### config.mk
export PLATFORM = sky130hd
export DESIGN_NAME = uart_rx_oversampled
export DESIGN_NICKNAME = d
export VERILOG_FILES = /design/src/rtl/uart_pkg.sv /design/src/rtl/uart_baud_tick.sv /design/src/rtl/uart_rx_oversampled.sv
export SDC_FILE = /design/constraint.sdc
export NUM_CORES = 1
export LEC_CHECK = 0
export ABC_AREA = 1
export CAP_MARGIN = 20
export CORE_MARGIN = 2
export CORE_UTILIZATION = 24
export CTS_BUF_LIST = sky130_fd_sc_hd__clkbuf_16
export CTS_CLUSTER_DIAMETER = 200
export CTS_CLUSTER_SIZE = 25
export DETAILED_ROUTE_END_ITERATION = 8
export HOLD_SLACK_MARGIN = 0.06
export PLACE_DENSITY_LB_ADDON = 0.15
export SYNTH_ARGS = -nofsm -noshare
export SYNTH_HDL_FRONTEND = slang
export SYNTH_HIERARCHICAL = 1
export SYNTH_SLANG_ARGS = --single-unit
### constraint.sdc
create_clock -name clk -period 2.1 [get_ports clk]
set_input_delay 0.42 -clock clk [delete_from_list [all_inputs] [get_ports clk]]
set_output_delay 0.42 -clock clk [all_outputs]
set_load 0.01 [all_outputs]
### src/rtl/uart_pkg.sv
// ============================================================================
// Module : uart_pkg
// Brief  : Shared types and helpers for the oversampled UART receiver.
// Rev    : 1.0  initial release
// ============================================================================
`default_nettype none

package uart_pkg;

    typedef enum logic [2:0] {
        IDLE  = 3'd0,
        START = 3'd1,
        DATA  = 3'd2,
        STOP  = 3'd3,
        BREAK = 3'd4
    } state_t;

    localparam int DATA_BITS = 8;

    // Minimum of one bit so a divide-by-one counter still has a legal width.
    function automatic int div_width(input int div);
        return (div > 1) ? $clog2(div) : 1;
    endfunction

endpackage

`default_nettype wire

### src/rtl/uart_baud_tick.sv
// ============================================================================
// Module : uart_baud_tick
// Brief  : Sample-tick divider, held at zero while clear is asserted.
// Rev    : 1.0  initial release
// ============================================================================
`default_nettype none

module uart_baud_tick
    import uart_pkg::*;
#(
    parameter int DIV = 1
) (
    input  logic clk,
    input  logic rst,
    input  logic clear,
    output logic tick
);

    localparam int c_W = div_width(DIV);
    localparam logic [c_W-1:0] c_LAST = c_W'(DIV - 1);

    logic [c_W-1:0] r_cnt;

    always_ff @(posedge clk) begin
        if (rst || clear) begin
            r_cnt <= '0;
        end else if (r_cnt == c_LAST) begin
            r_cnt <= '0;
        end else begin
            r_cnt <= r_cnt + c_W'(1);
        end
    end

    assign tick = (r_cnt == c_LAST) && !clear;

endmodule

`default_nettype wire

### src/rtl/uart_rx_oversampled.sv
// ============================================================================
// Module : uart_rx_oversampled
// Brief  : 8N1 UART receiver with oversampling, 3-sample majority vote,
//          start-glitch rejection and framing-error detection.
// Rev    : 1.0  initial release
// ============================================================================
`default_nettype none

module uart_rx_oversampled
    import uart_pkg::*;
#(
    parameter int CLK_HZ     = 50000000,
    parameter int BAUD       = 115200,
    parameter int OVERSAMPLE = 16
) (
    input  logic                 clk,
    input  logic                 rst,
    input  logic                 rx,
    output logic [DATA_BITS-1:0] out,
    output logic                 rdy,
    output logic                 frame_err,
    output logic                 busy
);

    localparam int DIV   = CLK_HZ / (BAUD * OVERSAMPLE);
    localparam int c_SCW = $clog2(OVERSAMPLE);
    localparam int c_BIW = $clog2(DATA_BITS);

    localparam logic [c_SCW-1:0] c_VOTE_LO  = c_SCW'(OVERSAMPLE / 2 - 2);
    localparam logic [c_SCW-1:0] c_VOTE_MID = c_SCW'(OVERSAMPLE / 2 - 1);
    localparam logic [c_SCW-1:0] c_VOTE_HI  = c_SCW'(OVERSAMPLE / 2);
    localparam logic [c_SCW-1:0] c_SC_LAST  = c_SCW'(OVERSAMPLE - 1);
    localparam logic [c_BIW-1:0] c_BIT_LAST = c_BIW'(DATA_BITS - 1);

    state_t               r_state;
    state_t               w_state_nxt;
    logic                 r_sync1;
    logic                 r_rxs;
    logic                 w_tick;
    logic [c_SCW-1:0]     r_sc;
    logic [c_BIW-1:0]     r_bit_idx;
    logic                 r_vote0;
    logic                 r_vote1;
    logic [DATA_BITS-1:0] r_shift;
    logic [DATA_BITS-1:0] r_out;
    logic                 r_rdy;
    logic                 r_ferr;
    logic                 w_vote_tick;
    logic                 w_wrap;
    logic                 w_maj;
    logic                 w_good;
    logic                 w_bad;

    // Two-flop synchronizer; resets to the idle line level.
    always_ff @(posedge clk) begin
        if (rst) begin
            r_sync1 <= 1'b1;
            r_rxs   <= 1'b1;
        end else begin
            r_sync1 <= rx;
            r_rxs   <= r_sync1;
        end
    end

    uart_baud_tick #(
        .DIV (DIV)
    ) u_tick (
        .clk   (clk),
        .rst   (rst),
        .clear (r_state == IDLE),
        .tick  (w_tick)
    );

    // Third vote is the live synchronized sample at the last vote tick.
    assign w_vote_tick = w_tick && (r_sc == c_VOTE_HI);
    assign w_wrap      = w_tick && (r_sc == c_SC_LAST);
    assign w_maj       = (r_vote0 & r_vote1) | (r_vote0 & r_rxs) | (r_vote1 & r_rxs);

    always_ff @(posedge clk) begin
        if (rst) begin
            r_state <= IDLE;
        end else begin
            r_state <= w_state_nxt;
        end
    end

    always_comb begin
        w_state_nxt = r_state;
        w_good      = 1'b0;
        w_bad       = 1'b0;
        unique case (r_state)
            IDLE: begin
                if (!r_rxs) w_state_nxt = START;
            end
            START: begin
                if (w_vote_tick && w_maj) w_state_nxt = IDLE;
                else if (w_wrap)          w_state_nxt = DATA;
            end
            DATA: begin
                if (w_wrap && (r_bit_idx == c_BIT_LAST)) w_state_nxt = STOP;
            end
            STOP: begin
                if (w_vote_tick) begin
                    if (w_maj) begin
                        w_good      = 1'b1;
                        w_state_nxt = IDLE;
                    end else begin
                        w_bad       = 1'b1;
                        w_state_nxt = BREAK;
                    end
                end
            end
            BREAK: begin
                if (r_rxs) w_state_nxt = IDLE;
            end
            default: w_state_nxt = IDLE;
        endcase
    end

    always_ff @(posedge clk) begin
        if (rst) begin
            r_sc      <= '0;
            r_bit_idx <= '0;
            r_vote0   <= 1'b0;
            r_vote1   <= 1'b0;
            r_shift   <= '0;
            r_out     <= '0;
            r_rdy     <= 1'b0;
            r_ferr    <= 1'b0;
        end else begin
            r_rdy  <= w_good;
            r_ferr <= w_bad;
            if (w_good) r_out <= r_shift;

            if (r_state == IDLE) begin
                r_sc      <= '0;
                r_bit_idx <= '0;
                r_vote0   <= 1'b0;
                r_vote1   <= 1'b0;
            end else if (w_tick) begin
                r_sc <= (r_sc == c_SC_LAST) ? '0 : r_sc + c_SCW'(1);
                if (r_sc == c_VOTE_LO)  r_vote0 <= r_rxs;
                if (r_sc == c_VOTE_MID) r_vote1 <= r_rxs;
                // LSB-first: each new bit enters at the top and shifts down.
                if ((r_state == DATA) && (r_sc == c_VOTE_HI))
                    r_shift <= {w_maj, r_shift[DATA_BITS-1:1]};
                if ((r_state == DATA) && (r_sc == c_SC_LAST))
                    r_bit_idx <= r_bit_idx + c_BIW'(1);
            end
        end
    end

    assign out       = r_out;
    assign rdy       = r_rdy;
    assign frame_err = r_ferr;
    assign busy      = (r_state != IDLE);

endmodule

`default_nettype wire

==> impl_metrics.env, run 1 <==
export IMPL_outcome="finished, final reports clean"
export IMPL_synthTopCellsByArea="dfxtp_1 44%, a21oi_1 6.6%, o21ai_0 6.0%"
export IMPL_drv_slew=0
export IMPL_r2r_start="u_tick/r_cnt[0]"
export IMPL_antenna_found_initial=0
export IMPL_grt_pass1_vias=1217
export IMPL_rsz0062_at_grt="no"
export IMPL_drt_iter0_markers=55
export IMPL_rows=30
export IMPL_clock_root_buffer="clkbuf_16"
export IMPL_drc=0
export IMPL_start_kind="flip-flop"
export IMPL_cts_buffers=5
export IMPL_reg2reg_to="out[4]"
export IMPL_crit_required_ns=1.68
export IMPL_worstMarginPinSlew_ns=0.348
export IMPL_max_freq_ghz=0.508
export IMPL_cp_top_family="buffers and inverters"
export IMPL_place_port_buffers=13
export IMPL_crit_type="reg2out"
export IMPL_whs_path_depth=1
export IMPL_layout_common_cells="37 x dfxtp_1, 26 x nand2_1, 22 x inv_1, 22 x nor2_1, 22 x a21oi_1"
export IMPL_cts_setup_buffers=0
export IMPL_drtPass1Iterations=4
export IMPL_dp_hpwl_mm=2.37
export IMPL_slew_headroom_pct=76.7
export IMPL_cts_resized=0
export IMPL_clkPwrFrac_pct=51.0
export IMPL_yosysWarnings=6
export IMPL_syn_nets=216
export IMPL_synth_seq_cells=37
export IMPL_comb_power_share_pct=5.6
export IMPL_place_ws_ns=0.220
export IMPL_nFillCells=709
export IMPL_synth_cells=206
export IMPL_core_sq_um=6790
export IMPL_power_frac_seq_pct=43.4
export IMPL_critPathBufInv=3
export IMPL_avgSynthCellArea_sq_um=8.14
export IMPL_swShare_pct=21.4
export IMPL_grt_ovfl_total=0
export IMPL_reg2reg_depth=12
export IMPL_crit_chain="inv_1 > nand2_1 > nor2_2 > inv_2 > clkdlybuf4s50_1"
export IMPL_ant_nets=0
export IMPL_setup_viol=0
export IMPL_htree_levels=2
export IMPL_clk_pin_slew_ns=0.06
export IMPL_final_common_cell="dfxtp_1"
export IMPL_gp_congestion=0.779
export IMPL_initial_core_util_pct=24.7
export IMPL_power_internal_mw=1.30
export IMPL_cts_sinks=37
export IMPL_worstHoldStart="r_sync1"
export IMPL_die_w_um=87.6
export IMPL_ys_types=30
export IMPL_grt_pass1_wl_mm=5.80
export IMPL_nets=236
export IMPL_grt_total_usage_pct=9.63
export IMPL_grt_start_max_net_pins=19
export IMPL_syn_cell_area_sq_um=1680
export IMPL_cp_arrival_ns=1.55
export IMPL_fin_crit_ns=1.97
export IMPL_hp_class="reg2reg"
export IMPL_die_h_um=87.6
export IMPL_drive_gt1_share_pct=17.6
export IMPL_end_kind="primary output"
export IMPL_yosysSeqAreaShare_pct=44.1
export IMPL_clockBufferDepth=2
export IMPL_power_density_nw_per_um2=793
export IMPL_drv_cap=0
export IMPL_dieArea_sq_um=7680
export IMPL_io_pin_count=14
export IMPL_crit_slowest_cell="clkdlybuf4s50_1"
export IMPL_leakage_nw=0.826
export IMPL_critPathMaxStageDelay_ns=0.53
export IMPL_area_growth_pct=24.2
export IMPL_netlist_area_leader_share_pct=44.1
export IMPL_crit_fanout=4
export IMPL_wl_per_cell_um=10.0
export IMPL_via_count=1305
export IMPL_cts_hold_buf=0
export IMPL_hold_viol=0
export IMPL_finalSetupTns_ns=0
export IMPL_clock_latency_ns=0.28
export IMPL_routed_wl_mm=3.25
export IMPL_viasPerCell=4.04
export IMPL_synth_area_leader_cell="dfxtp_1"
export IMPL_peakVddDrop_v=0.000375
export IMPL_seq_area_sq_um=741
export IMPL_finClkSkew_ns=0.00581
export IMPL_fin_crit_sh_pct=93.7
export IMPL_cts_tree="built"
export IMPL_hold_end="r_rxs"
export IMPL_antenna_cells=0
export IMPL_rrSetupSlack_ns=0.22
export IMPL_multi_input_area_sq_um=796
export IMPL_setup_ws_ns=0.132
export IMPL_p_switching_mw=0.353
-- through the flow --
stage               area, sq um  total power, mW  std cells  util (%)  hold WS (ns)
floorplan                  1680            0.794        206         -         0.389
global placement           1920            0.827        315      28.2         0.396
detailed placement         1920            0.825        315      28.2         0.398
CTS                        2080             1.68        323      30.6         0.411
global route               2080             1.72        323      30.7         0.420
finish                     2080             1.65        323      30.7         0.410
-- area by class of cell --
cell class / instances / area share (%)
Clock buffer: 5 / 6.00
Clock inverter: 3 / 1.98
Inverter: 27 / 4.86
Multi-Input combinational cell: 138 / 38.2
Sequential cell: 37 / 35.5
Tap cell: 96 / 5.76
Timing Repair Buffer: 17 / 7.68
-- layer usage --
| layer | vias up | global-route usage (%) | wire [um] |
|---|---|---|---|
| li1 | 710 | - | - |
| met1 | 576 | 13.8 | 1810 |
| met2 | 15 | 13.2 | 1310 |
| met3 | 4 | 3.39 | 98 |
| met4 | 0 | 3.78 | 28 |
| met5 | - | 0 | 0 |
-- synthesized netlist by cell type --
library cell / n
buf_12: 1
nand3b_1: 1
or2_2: 2
inv_2: 5
nand4_1: 6
nor2_2: 2
nand3_4: 1
o21ai_1: 2
a21oi_2: 2
a21oi_1: 22
inv_1: 22
buf_6: 1
o21ai_0: 20
dfxtp_1: 37
o21ai_2: 2
nand2_2: 5
nor2_4: 2
ha_1: 7
or2_0: 1
nand2_4: 2
nor2_8: 1
xnor2_1: 1
nand3_2: 3
nand3_1: 3
and3_2: 1
nor3_1: 3
nand2_1: 26
buf_1: 1
buf_4: 1
nor2_1: 23
-- state kept, by name, summed over array words and instances (netlist names), 3 cells and up --
| register | flops |
|---|---|
| out | 8 |
| r_shift | 8 |
| u_tick/r_cnt | 5 |
| r_sc | 4 |
| r_bit_idx | 3 |
| r_state | 3 |
-- power by group through the flow --
| stage | logic (mW) | clock network [mW] | registers, mW |
|---|---|---|---|
| after detailed placement | 0.0915 | 0 | 0.733 |
| final | 0.0923 | 0.842 | 0.718 |
| after CTS | 0.0919 | 0.866 | 0.718 |
| after global routing | 0.105 | 0.895 | 0.718 |
| after global placement | 0.0938 | 0 | 0.733 |
| after floorplan | 0.0620 | 0 | 0.732 |
-- cell families (layout without fill, tap and decap cells) --
kind of cell,after synthesis,after routing,synth area share [%]
buffers and inverters,31,52,8.58
XOR/XNOR,1,1,0.522
AND/OR/NAND/NOR,82,82,26.3
AO/OA/AOI/OAI,48,48,15.2
flip-flops,37,37,44.1
adder cells (fa/ha/maj),7,7,5.22
-- worst max-delay path by stage --
stage / start / depth (start not counted) / slack [ns] / end
4_1_cts: r_state[0] / 5 / 0.08 / busy
3_3_place_gp: u_tick/r_cnt[0] / 12 / 0.25 / out[4]
2_1_floorplan: u_tick/r_cnt[0] / 14 / 0.45 / out[5]
5_1_grt: u_tick/r_cnt[0] / 12 / 0.008 / out[4]
6_report: r_state[0] / 5 / 0.13 / busy
3_5_place_dp: u_tick/r_cnt[0] / 12 / 0.22 / out[4]
No activity file was read; power rests on OpenSTA's default activity.
==> run 2: changes to the inputs <==
- CORE_MARGIN: 2 -> unset
==> run 2 against run 1 <==
  * Maximum frequency increased by 1.2%
  * Register-to-register slack gained 0.06 ns
  * Final cell count fell by 5.3%
  * Critical path depth is the same
==> impl_metrics.env, run 2 (same netlist as run 1, synthesis figures left out) <==
export IMPL_outcome="finished, final reports clean"
export IMPL_grt_pass1_vias=1147
export IMPL_grt_ovfl_total=0
export IMPL_viasPerCell=4.31
export IMPL_stdcell_area_sq_um=2040
export IMPL_worstMarginPinSlew_ns=0.283
export IMPL_drt_iter0_markers=41
export IMPL_place_port_buffers=13
export IMPL_drv_cap=0
export IMPL_rows=30
export IMPL_core_sq_um=6760
export IMPL_setup_viol=0
export IMPL_antenna_cells=0
export IMPL_crit_start="r_state[0]"
export IMPL_io_pin_count=14
export IMPL_via_count=1319
export IMPL_rsz0062_at_grt="no"
export IMPL_placed_area_sq_um=1890
export IMPL_grt_start_max_net_pins=17
export IMPL_cts_setup_buffers=0
export IMPL_clockBufferDepth=2
export IMPL_place_ws_ns=0.268
export IMPL_whs_path_depth=1
export IMPL_drive_gt1_share_pct=18.6
export IMPL_critPathBufInv=3
export IMPL_clk_pin_slew_ns=0.06
export IMPL_initial_core_util_pct=24.8
export IMPL_final_common_cell="dfxtp_1"
export IMPL_cts_sinks=37
export IMPL_end_kind="primary output"
export IMPL_clock_latency_ns=0.28
export IMPL_crit_chain="inv_1 > nand2_1 > nor2_2 > inv_2 > clkdlybuf4s50_1"
export IMPL_start_kind="flip-flop"
export IMPL_dp_hpwl_mm=2.39
export IMPL_wl_per_cell_um=10.8
export IMPL_reg2reg_depth=13
export IMPL_cts_buffers=5
export IMPL_cts_tree="built"
export IMPL_crit_required_ns=1.68
export IMPL_power_density_nw_per_um2=766
export IMPL_die_w_um=85.6
export IMPL_drc=0
export IMPL_fin_util_pct=30.2
export IMPL_hp_class="reg2reg"
export IMPL_crit_fanout=4
export IMPL_htree_levels=2
export IMPL_dieArea_sq_um=7330
export IMPL_antenna_found_initial=0
export IMPL_critPathMaxStageDelay_ns=0.49
export IMPL_layout_common_cells="35 x dfxtp_1, 26 x nand2_1, 22 x inv_1, 22 x nor2_1, 22 x a21oi_1"
export IMPL_slew_headroom_pct=81.0
export IMPL_clock_root_buffer="clkbuf_16"
export IMPL_max_freq_ghz=0.514
export IMPL_drv_slew=0
export IMPL_crit_type="reg2out"
export IMPL_fin_crit_sh_pct=92.6
export IMPL_r2r_start="u_tick/r_cnt[0]"
export IMPL_cp_arrival_ns=1.52
export IMPL_leakage_nw=0.814
export IMPL_crit_slowest_cell="clkdlybuf4s50_1"
export IMPL_area_growth_pct=21.6
export IMPL_routed_wl_mm=3.31
export IMPL_drtPass1Iterations=4
export IMPL_fin_crit_ns=1.94
export IMPL_setup_ws_ns=0.156
export IMPL_cts_resized=0
export IMPL_worstHoldStart="r_sync1"
export IMPL_grt_total_usage_pct=10.2
export IMPL_finalSetupTns_ns=0
export IMPL_nets=235
export IMPL_grt_pass1_wl_mm=5.76
export IMPL_peakVddDrop_v=0.000369
export IMPL_ant_nets=0
export IMPL_crit_cells=5
export IMPL_finClkSkew_ns=0.00495
export IMPL_die_h_um=85.6
export IMPL_cp_top_family="buffers and inverters"
export IMPL_cts_hold_buf=0
export IMPL_hold_viol=0
export IMPL_gp_congestion=0.775
==> run 2: layout make-up <==
cell class,instances,area (sq um)
Clock buffer,5,125
Clock inverter,3,21.3
Fill cell,739,4720
Inverter,27,101
Multi-Input combinational cell,138,796
Sequential cell,37,743
Tap cell,80,100
Timing Repair Buffer,16,153
==> run 2: power breakdown <==
group	total, mW	switching [mW]	internal, mW
clock	0.749	0.308	0.442
combinational	0.0931	0.0586	0.0345
sequential	0.719	0.00868	0.710
total	1.56	0.375	1.19
==> run 2: metal layers <==
metal / wire length, um / global-route usage, % / vias to the layer above
met4: 68 / 5.45 / 0
met3: 144 / 3.18 / 6
li1: - / - / 714
met5: 0 / 0 / -
met2: 1270 / 13.1 / 15
met1: 1820 / 14.9 / 584
==> run 2: worst paths after layout <==
check	endpoint	slack, ns
hold reg to reg	r_rxs	0.41
hold / removal	r_rxs	0.41
setup reg to reg	out[3]	0.28
setup / recovery	busy	0.16
==> run 2: per-stage QoR <==
| step | cells | hold WS, ns | total power [mW] |
|---|---|---|---|
| 2_1_floorplan | 206 | 0.389 | 0.794 |
| 3_3_place_gp | 298 | 0.400 | 0.829 |
| 3_5_place_dp | 298 | 0.401 | 0.827 |
| 4_1_cts | 306 | 0.422 | 1.59 |
| 5_1_grt | 306 | 0.432 | 1.63 |
| 6_report | 306 | 0.412 | 1.56 |
